===== config.mk =====
export PLATFORM = sky130hd
export DESIGN_NAME = dsp_in_pipe
export DESIGN_NICKNAME = d
export VERILOG_FILES = /design/src/rtl/dsp_in_pipe.sv
export SDC_FILE = /design/constraint.sdc
export NUM_CORES = 1
export LEC_CHECK = 0
export CAP_MARGIN = 25
export CORE_ASPECT_RATIO = 0.8
export CORE_UTILIZATION = 42
export CTS_CLUSTER_SIZE = 24
export DETAILED_ROUTE_END_ITERATION = 10
export GPL_TIMING_DRIVEN = 0
export PLACE_DENSITY = 0.84
export SETUP_SLACK_MARGIN = 0.3
export SLEW_MARGIN = 25
export SYNTH_ARGS = -nofsm -noshare
export SYNTH_HDL_FRONTEND = slang
export SYNTH_SLANG_ARGS = --single-unit

===== constraint.sdc =====
create_clock -name clk -period 1.9 [get_ports clk]
set_input_delay 0.57 -clock clk [delete_from_list [all_inputs] [get_ports clk]]
set_output_delay 0.57 -clock clk [all_outputs]
set_load 0.005 [all_outputs]

===== src/rtl/dsp_in_pipe.sv =====
// Operand input stage for the A/B/D paths: direct or cascade select, up to four
// independently enabled register stages, and X / multiplier / cascade taps with valid tracking.
module dsp_in_pipe #(
    parameter int    WIDTH     = 18,
    parameter int    DEPTH     = 2,
    parameter int    CASCDEPTH = 2,
    parameter string INPUT_SEL = "DIRECT"
) (
    input  logic             clk,
    input  logic             RSTn,
    input  logic             SRST,
    input  logic [3:0]       CE,
    input  logic             IN_SEL,
    input  logic [WIDTH-1:0] DIN,
    input  logic [WIDTH-1:0] CIN,
    input  logic             VIN,
    input  logic [2:0]       TAPSEL,
    output logic [WIDTH-1:0] XOUT,
    output logic [WIDTH-1:0] MULT_OUT,
    output logic [WIDTH-1:0] COUT,
    output logic             VOUT,
    output logic             VMULT
);

    if (WIDTH < 1 || WIDTH > 48 || DEPTH < 0 || DEPTH > 4 ||
        CASCDEPTH < 0 || CASCDEPTH > DEPTH) begin : g_param_err
        $error("dsp_in_pipe: illegal parameters WIDTH=%0d DEPTH=%0d CASCDEPTH=%0d",
               WIDTH, DEPTH, CASCDEPTH);
    end

    // Unrecognised INPUT_SEL strings fall back to the direct operand.
    localparam bit SEL_DYN = (INPUT_SEL == "DYNAMIC");
    localparam bit SEL_CAS = (INPUT_SEL == "CASCADE");

    logic [WIDTH-1:0] s0;
    logic             v0;
    logic [WIDTH-1:0] sq    [1:4];
    logic             sv    [1:4];
    logic [WIDTH-1:0] tap_d [0:4];
    logic             tap_v [0:4];
    logic [2:0]       tap_idx;

    assign s0 = SEL_DYN ? (IN_SEL ? CIN : DIN) : (SEL_CAS ? CIN : DIN);
    assign v0 = VIN;

    // Stages above DEPTH never leave reset and are trimmed as constants.
    always_ff @(posedge clk or negedge RSTn) begin
        if (!RSTn) begin
            for (int k = 1; k <= 4; k++) begin
                sq[k] <= '0;
                sv[k] <= 1'b0;
            end
        end else begin
            if (DEPTH >= 1) begin
                if (SRST) begin
                    sq[1] <= '0;
                    sv[1] <= 1'b0;
                end else if (CE[0]) begin
                    sq[1] <= s0;
                    sv[1] <= v0;
                end
            end
            for (int k = 2; k <= 4; k++) begin
                if (k <= DEPTH) begin
                    if (SRST) begin
                        sq[k] <= '0;
                        sv[k] <= 1'b0;
                    end else if (CE[k-1]) begin
                        sq[k] <= sq[k-1];
                        sv[k] <= sv[k-1];
                    end
                end
            end
        end
    end

    // Tap views 0..4; indices beyond DEPTH alias the last real stage, which gives tap saturation.
    for (genvar k = 0; k <= 4; k++) begin : g_tap
        localparam int K = (k < DEPTH) ? k : DEPTH;
        if (K == 0) begin : g_comb
            assign tap_d[k] = s0;
            assign tap_v[k] = v0;
        end else begin : g_reg
            assign tap_d[k] = sq[K];
            assign tap_v[k] = sv[K];
        end
    end

    assign tap_idx  = (TAPSEL > 3'd4) ? 3'd4 : TAPSEL;
    assign XOUT     = tap_d[4];
    assign VOUT     = tap_v[4];
    assign MULT_OUT = tap_d[tap_idx];
    assign VMULT    = tap_v[tap_idx];
    assign COUT     = tap_d[CASCDEPTH];

    // Inputs and top stages that some parameterisations leave unread.
    logic unused_ok;
    assign unused_ok = ^{clk, RSTn, SRST, CE, IN_SEL, CIN, sq[4], sv[4]};

endmodule

==> summary.md, run 1 <==
| Metric | Value |
|---|---|
| Fraction of layout cells with a size suffix above 1 | 0.496 |
| Tcrit/Tclk final | 1.05 |
| CTS H-tree depth | 2 |
| Crit start category | input port |
| First-pass GRT wire length | roughly 9.8 mm |
| Cell breakdown of the critical path | buf_6 > or2_4 > buf_8 > buf_12 > o21ai_2 > buf_2 |
| Max Root-Sink Buffers | 2 |
| Worst VDD drop | ~0.29 mV |
| Vias in the first global route | between 1.5k and 2k |
| Slack of the worst reg-to-reg path | slightly below 0.8 ns |
| Fin cells | 417 |
| Cell Area, Synth | ~0.0023 mm2 |
| Largest net degree at the start of global routing | 25 |
| Switching pwr | 536 uW |
| Post-synthesis register bit count | 38 |
| Clock transition at path regs | roughly 0.08 ns |
| Final wirelength | roughly 6.8 mm |
| Root Buffer | clkbuf_8 |
| Slew HR | 0.646 |
| Gp weighted congestion | around 0.76 |
| PwrDens | about 520 mW/mm2 |
| Antenna viol nets, final | 0 |
| CP endpoint kind | output port |
| Initial Util | 0.444 |
| Total global-route track usage | 0.228 |
| Unrepaired setup endpoints after global routing | true |
| Static Leakage | around 0.0020 uW |
| Number of diodes | 0 |
| WL per Instance | roughly 16 um |
| Placed insts | roughly 370 |
| Sequential group share of total power | 0.446 |
| Cts hold-fix bufs | 0 |
| HP Class | in -> async |
| Net Sw Frac | 0.273 |
| Worst-path maximum fanout | 6 |
| Max frequency | 0.499 GHz |
| Internal cell power | approximately 1400 uW |
| Outcome | finished with violations |
| CTS tree | built |
| Post-Place Worst Slack | -1.10 ns |
| Synthesis-to-layout area growth | 67.7% |
| I/O pin total | between 100 and 150 |
| Worst R2R Path Depth | 5 |
| Nets@finish | 402 |
| Max_cap viols | 0 |
| Slowest CP cell | or2_4 |
| Clock Power Share | 0.294 |
| Routed vias | between 2k and 2.5k |
| TNS Setup | -1.25 ns |
| Kind of critical path | in -> out |
| Post-DP HPWL | 4.03 mm |
| Failing checks | DRC, setup timing |
| Post-route cell area | 0.00379 mm2 |
| Sequential share of the synthesized area | 0.421 |
| DRT Pass-1 Iters | 7 |
| Commonest cells after routing, fill and taps aside | buf_6 (86), mux2i_1 (55), dfrtp_1 (38), nor2_1 (38), buf_4 (25) |
| Die area | ~0.0057 mm2 |
| Mapped Avg Cell Area | between 10 and 15 um2 |
| Setup Viol. Count Final | 17 |
| Syn_nets | roughly 270 |
| Detailed Route Iter0 Violations | ~160 |
| Initial antenna violation count | 0 |
| Port Buffers | 78 |
| Crit path from | TAPSEL[1] |
| Core area | about 0.005 mm2 |
| CTS sink count | 38 |
| Count of different cell masters after synthesis | 12 |
| Skew-Pair Late Insertion Delay | roughly 0.28 ns |
| Slowest stage delay, CP | 0.25 ns |
| Most common cell after layout, fill and taps aside | buf_6 |
| Worst Path Arrival | approximately 1.4 ns |
| Grt ovf | 0 |
| Final Hold Vio Count | 0 |
| Slew @ Worst Pin | 0.532 ns |
| Worst setup margin | -0.103 ns |
| Slew Limit Fails | 0 |
| DRC | 9 |
| Die H | between 60 and 70 um |
| Synth Instances | 224 |
| Final min period | about 2.0 ns |
| Clock skew after layout | about 0.0036 ns |
| Die Wd | roughly 84 um |
| CTS Buf Count | 5 |
| Row count | 23 |
| Worst EP required | 1.33 ns |
| Combinational power share | 0.260 |
| Vias per cell | roughly 5 |
| Worst R2R Start | COUT[0] |
| Yosys warnings | 0 |
| Placed instance area | approximately 0.0032 mm2 |
## through the flow
step / total power, uW / hold WS, ns / util
5_1_grt: 2050 / 0.207 / 0.744
3_3_place_gp: 1300 / 0.523 / 0.620
2_1_floorplan: 1100 / 0.274 / -
6_report: 1970 / 0.196 / 0.744
3_5_place_dp: 1320 / 0.499 / 0.624
4_1_cts: 1900 / 0.202 / 0.696
## synth_stat cells
master	n	area (um2)
buf_8	1	15.0
clkbuf_1	3	11.3
buf_6	7	78.8
dfrtp_1	38	951
buf_2	3	15.0
mux2i_1	57	571
buf_4	36	270
nor2_1	38	143
o21ai_0	28	140
or2_1	1	6.26
o21ai_1	10	50.1
clkbuf_2	2	10.0
## layout make-up
cell class | count | area [um2]
Multi-Input combinational cell | 134 | 983
Clock inverter | 1 | 5.00
Timing Repair Buffer | 123 | 1160
Clock buffer | 7 | 86.3
Fill cell | 351 | 1300
Tap cell | 62 | 77.6
Sequential cell | 38 | 951
Buffer | 52 | 528
## worst max-delay path: cells and delay by family
family	cells	cell delay (ns)
simple gates	1	0.25
buf+inv	4	0.50
compound gates	1	0.12
## power groups by stage
stage / clock network, uW / logic [uW] / registers, uW
finish: 579 / 512 / 877
detailed placement: 0 / 427 / 891
global placement: 0 / 412 / 890
CTS: 567 / 464 / 872
floorplan: 0 / 217 / 883
global route: 628 / 546 / 880
## worst paths after layout
path,end
worst max-delay path,MULT_OUT[13]
worst min-delay path,COUT[5]
worst max register to register,COUT[0]
worst min register to register,sq[69]
max in group asynchronous,COUT[4]
min in group clk,sq[69]
## flip-flops by register name, indices dropped and copies added (netlist names)
name	cells
sv	1
sq	18
COUT	18
VOUT	1
## what timing repair did
| item | 4_1_cts | 5_1_grt |
|---|---|---|
| cloned | 2 | 0 |
| pin swaps | 8 | 4 |
| resized for setup | 273 | 69 |
| setup endpoints to repair | 56 | 49 |
| buffers inserted | 32 | 10 |
## per-layer routing
metal | wire length [um] | track usage
met1 | 2760 | 0.272
met2 | 3560 | 0.410
met3 | 382 | 0.0513
met4 | 70 | 0.0841
met5 | 0 | 0
## cell families after synthesis
| kind of cell | count (synthesis) | synth area share |
|---|---|---|
| compound gates | 38 | 0.0841 |
| flops | 38 | 0.421 |
| mux | 57 | 0.252 |
| buf+inv | 52 | 0.177 |
| simple gates | 39 | 0.0659 |
Power figures use the tool's default switching activity.
==> inputs of run 2 (changes only) <==
--- a/config.mk
+++ b/config.mk
@@ -13,6 +13,7 @@
 export GPL_TIMING_DRIVEN = 0
 export PLACE_DENSITY = 0.84
 export SETUP_SLACK_MARGIN = 0.3
+export SKIP_CTS_REPAIR_TIMING = 1
 export SLEW_MARGIN = 25
 export SYNTH_ARGS = -nofsm -noshare
 export SYNTH_HDL_FRONTEND = slang
==> summary.md, run 2 (synthesized netlist as in run 1, its figures left out) <==
| Metric | Value |
|---|---|
| Failing checks | DRC, setup timing |
| Total global-route track usage | 0.197 |
| Largest net degree at the start of global routing | 25 |
| DRC | 8 |
| Worst R2R Start | COUT[17] |
| Slew Limit Fails | 0 |
| Fin cells | 400 |
| Placed instance area | roughly 0.0032 mm2 |
| Clock skew after layout | 0.00538 ns |
| Fraction of layout cells with a size suffix above 1 | 0.408 |
| Worst Path Arrival | between 1 and 1.5 ns |
| Die H | between 60 and 70 um |
| Commonest cells after routing, fill and taps aside | mux2i_1 (56), buf_4 (44), nor2_1 (38), dlymetal6s2s_1 (38), dfrtp_1 (37) |
| Crit start category | input port |
| Synthesis-to-layout area growth | 60.7% |
| Fill cells | 370 |
| WL per Instance | around 15 um |
| I/O pin total | ~100 |
| Kind of critical path | in -> out |
| PwrDens | roughly 520 mW/mm2 |
| Antenna viol nets, final | 0 |
| Worst setup margin | -0.129 ns |
| Die Wd | approximately 84 um |
| Post-DP HPWL | between 4 and 5 mm |
| Initial antenna violation count | 0 |
| Port Buffers | 78 |
| Setup Viol. Count Final | 19 |
| Skew-Pair Late Insertion Delay | around 0.28 ns |
| Root Buffer | clkbuf_8 |
| Final Hold Vio Count | 0 |
| Worst VDD drop | 0.362 mV |
| RR Endpoint | COUT[17] |
| Cell breakdown of the critical path | buf_6 > or2_4 > buf_8 > buf_4 > o21ai_2 > buf_2 |
| Tcrit/Tclk final | 1.07 |
| Row count | 23 |
| Worst R2R Path Depth | 3 |
| Slew @ Worst Pin | between 0.5 and 0.6 ns |
| Max frequency | a little under 0.5 GHz |
| Post-Place Worst Slack | -1.10 ns |
| Routed vias | 1987 |
| Crit path from | TAPSEL[2] |
| CTS Buf Count | 5 |
| CP Capture Point | MULT_OUT[6] |
| Vias in the first global route | approximately 1.7k |
| Slew HR | 0.649 |
| CTS H-tree depth | 2 |
| Max Root-Sink Buffers | 2 |
| Slowest CP cell | or2_4 |
| Unrepaired setup endpoints after global routing | true |
| Number of diodes | 0 |
| Detailed Route Iter0 Violations | between 150 and 200 |
| Worst EP required | 1.33 ns |
| Max_cap viols | 0 |
| Grt ovf | 0 |
| Post-route cell area | approximately 0.0036 mm2 |
| Final min period | slightly above 2 ns |
| Die area | ~0.0057 mm2 |
| Gp weighted congestion | 0.760 |
| CTS tree | built |
| Initial Util | 0.444 |
| HP Class | in -> async |
| First-pass GRT wire length | between 8 and 9 mm |
| CP endpoint kind | output port |
| Nets@finish | 385 |
| Worst-path maximum fanout | 6 |
| Final wirelength | between 6 and 7 mm |
| Vias per cell | ~5 |
| CTS sink count | 38 |
| Clock transition at path regs | around 0.07 ns |
| Core area | roughly 0.0051 mm2 |
| Outcome | finished with violations |
| Most common cell after layout, fill and taps aside | mux2i_1 |
| Placed insts | 365 |
| Static Leakage | 0.00240 uW |
| Slowest stage delay, CP | 0.25 ns |
| Slack of the worst reg-to-reg path | around 1.0 ns |
| DRT Pass-1 Iters | 7 |
run 2: cell count changes in the layout (fill, tap and decap cells not counted), moves of 2 or more:
| cell | before | now |
|---|---|---|
| buf_6 | 86 | 36 |
| dlymetal6s2s_1 | 4 | 38 |
| buf_4 | 25 | 44 |
| dlygate4sd2_1 | 8 | 0 |
| buf_2 | 23 | 17 |
| clkdlybuf4s15_1 | 4 | 0 |
| o21ai_1 | 12 | 10 |
run 2: worst min path at each step:
stage / start / end / slack (ns) / cells after the start
global route: RSTn / COUT[5] / 0.22 / 1
global placement: sq[63] / sq[63] / 0.52 / 2
CTS: RSTn / COUT[5] / 0.20 / 1
floorplan: RSTn / COUT[0] / 0.27 / 0
finish: RSTn / COUT[5] / 0.20 / 1
detailed placement: RSTn / COUT[0] / 0.50 / 1
run 2: area by class of cell:
type                    instances  area [um2]  area share
repair buffers                106        1060       0.293
clock inverters                 1        5.00     0.00138
flip-flops and latches         38         952       0.262
well taps                      62        77.6      0.0213
plain buffers                  52         465       0.128
clock buffers                   7        86.3      0.0238
multi-input cells             134         983       0.271
run 2: per-stage QoR:
| step | hold WS [ns] | util | total power, uW | setup TNS, ns |
|---|---|---|---|---|
| after floorplan | 0.274 | - | 1100 | 0 |
| after global placement | 0.523 | 0.620 | 1300 | -39.60 |
| after detailed placement | 0.499 | 0.624 | 1320 | -17.20 |
| after CTS | 0.202 | 0.642 | 1870 | -17.25 |
| after global routing | 0.217 | 0.713 | 1980 | -2.15 |
| final | 0.196 | 0.713 | 1910 | -1.64 |
run 2: metal layers:
layer | routed length, um | GRT usage
met5 | 0 | 0
met4 | 59 | 0.0690
met1 | 2600 | 0.243
met3 | 333 | 0.0489
met2 | 3120 | 0.343
run 2: critical path, delay by kind of cell:
kind | cells | cell delay, ns
compound gates | 1 | 0.13
buf+inv | 4 | 0.51
simple gates | 1 | 0.25
run 2: power breakdown:
group	switching (uW)	leakage, uW	internal (uW)
sequential	32.1	0.000512	845
clock	274	0.0000482	293
combinational	200	0.00184	263
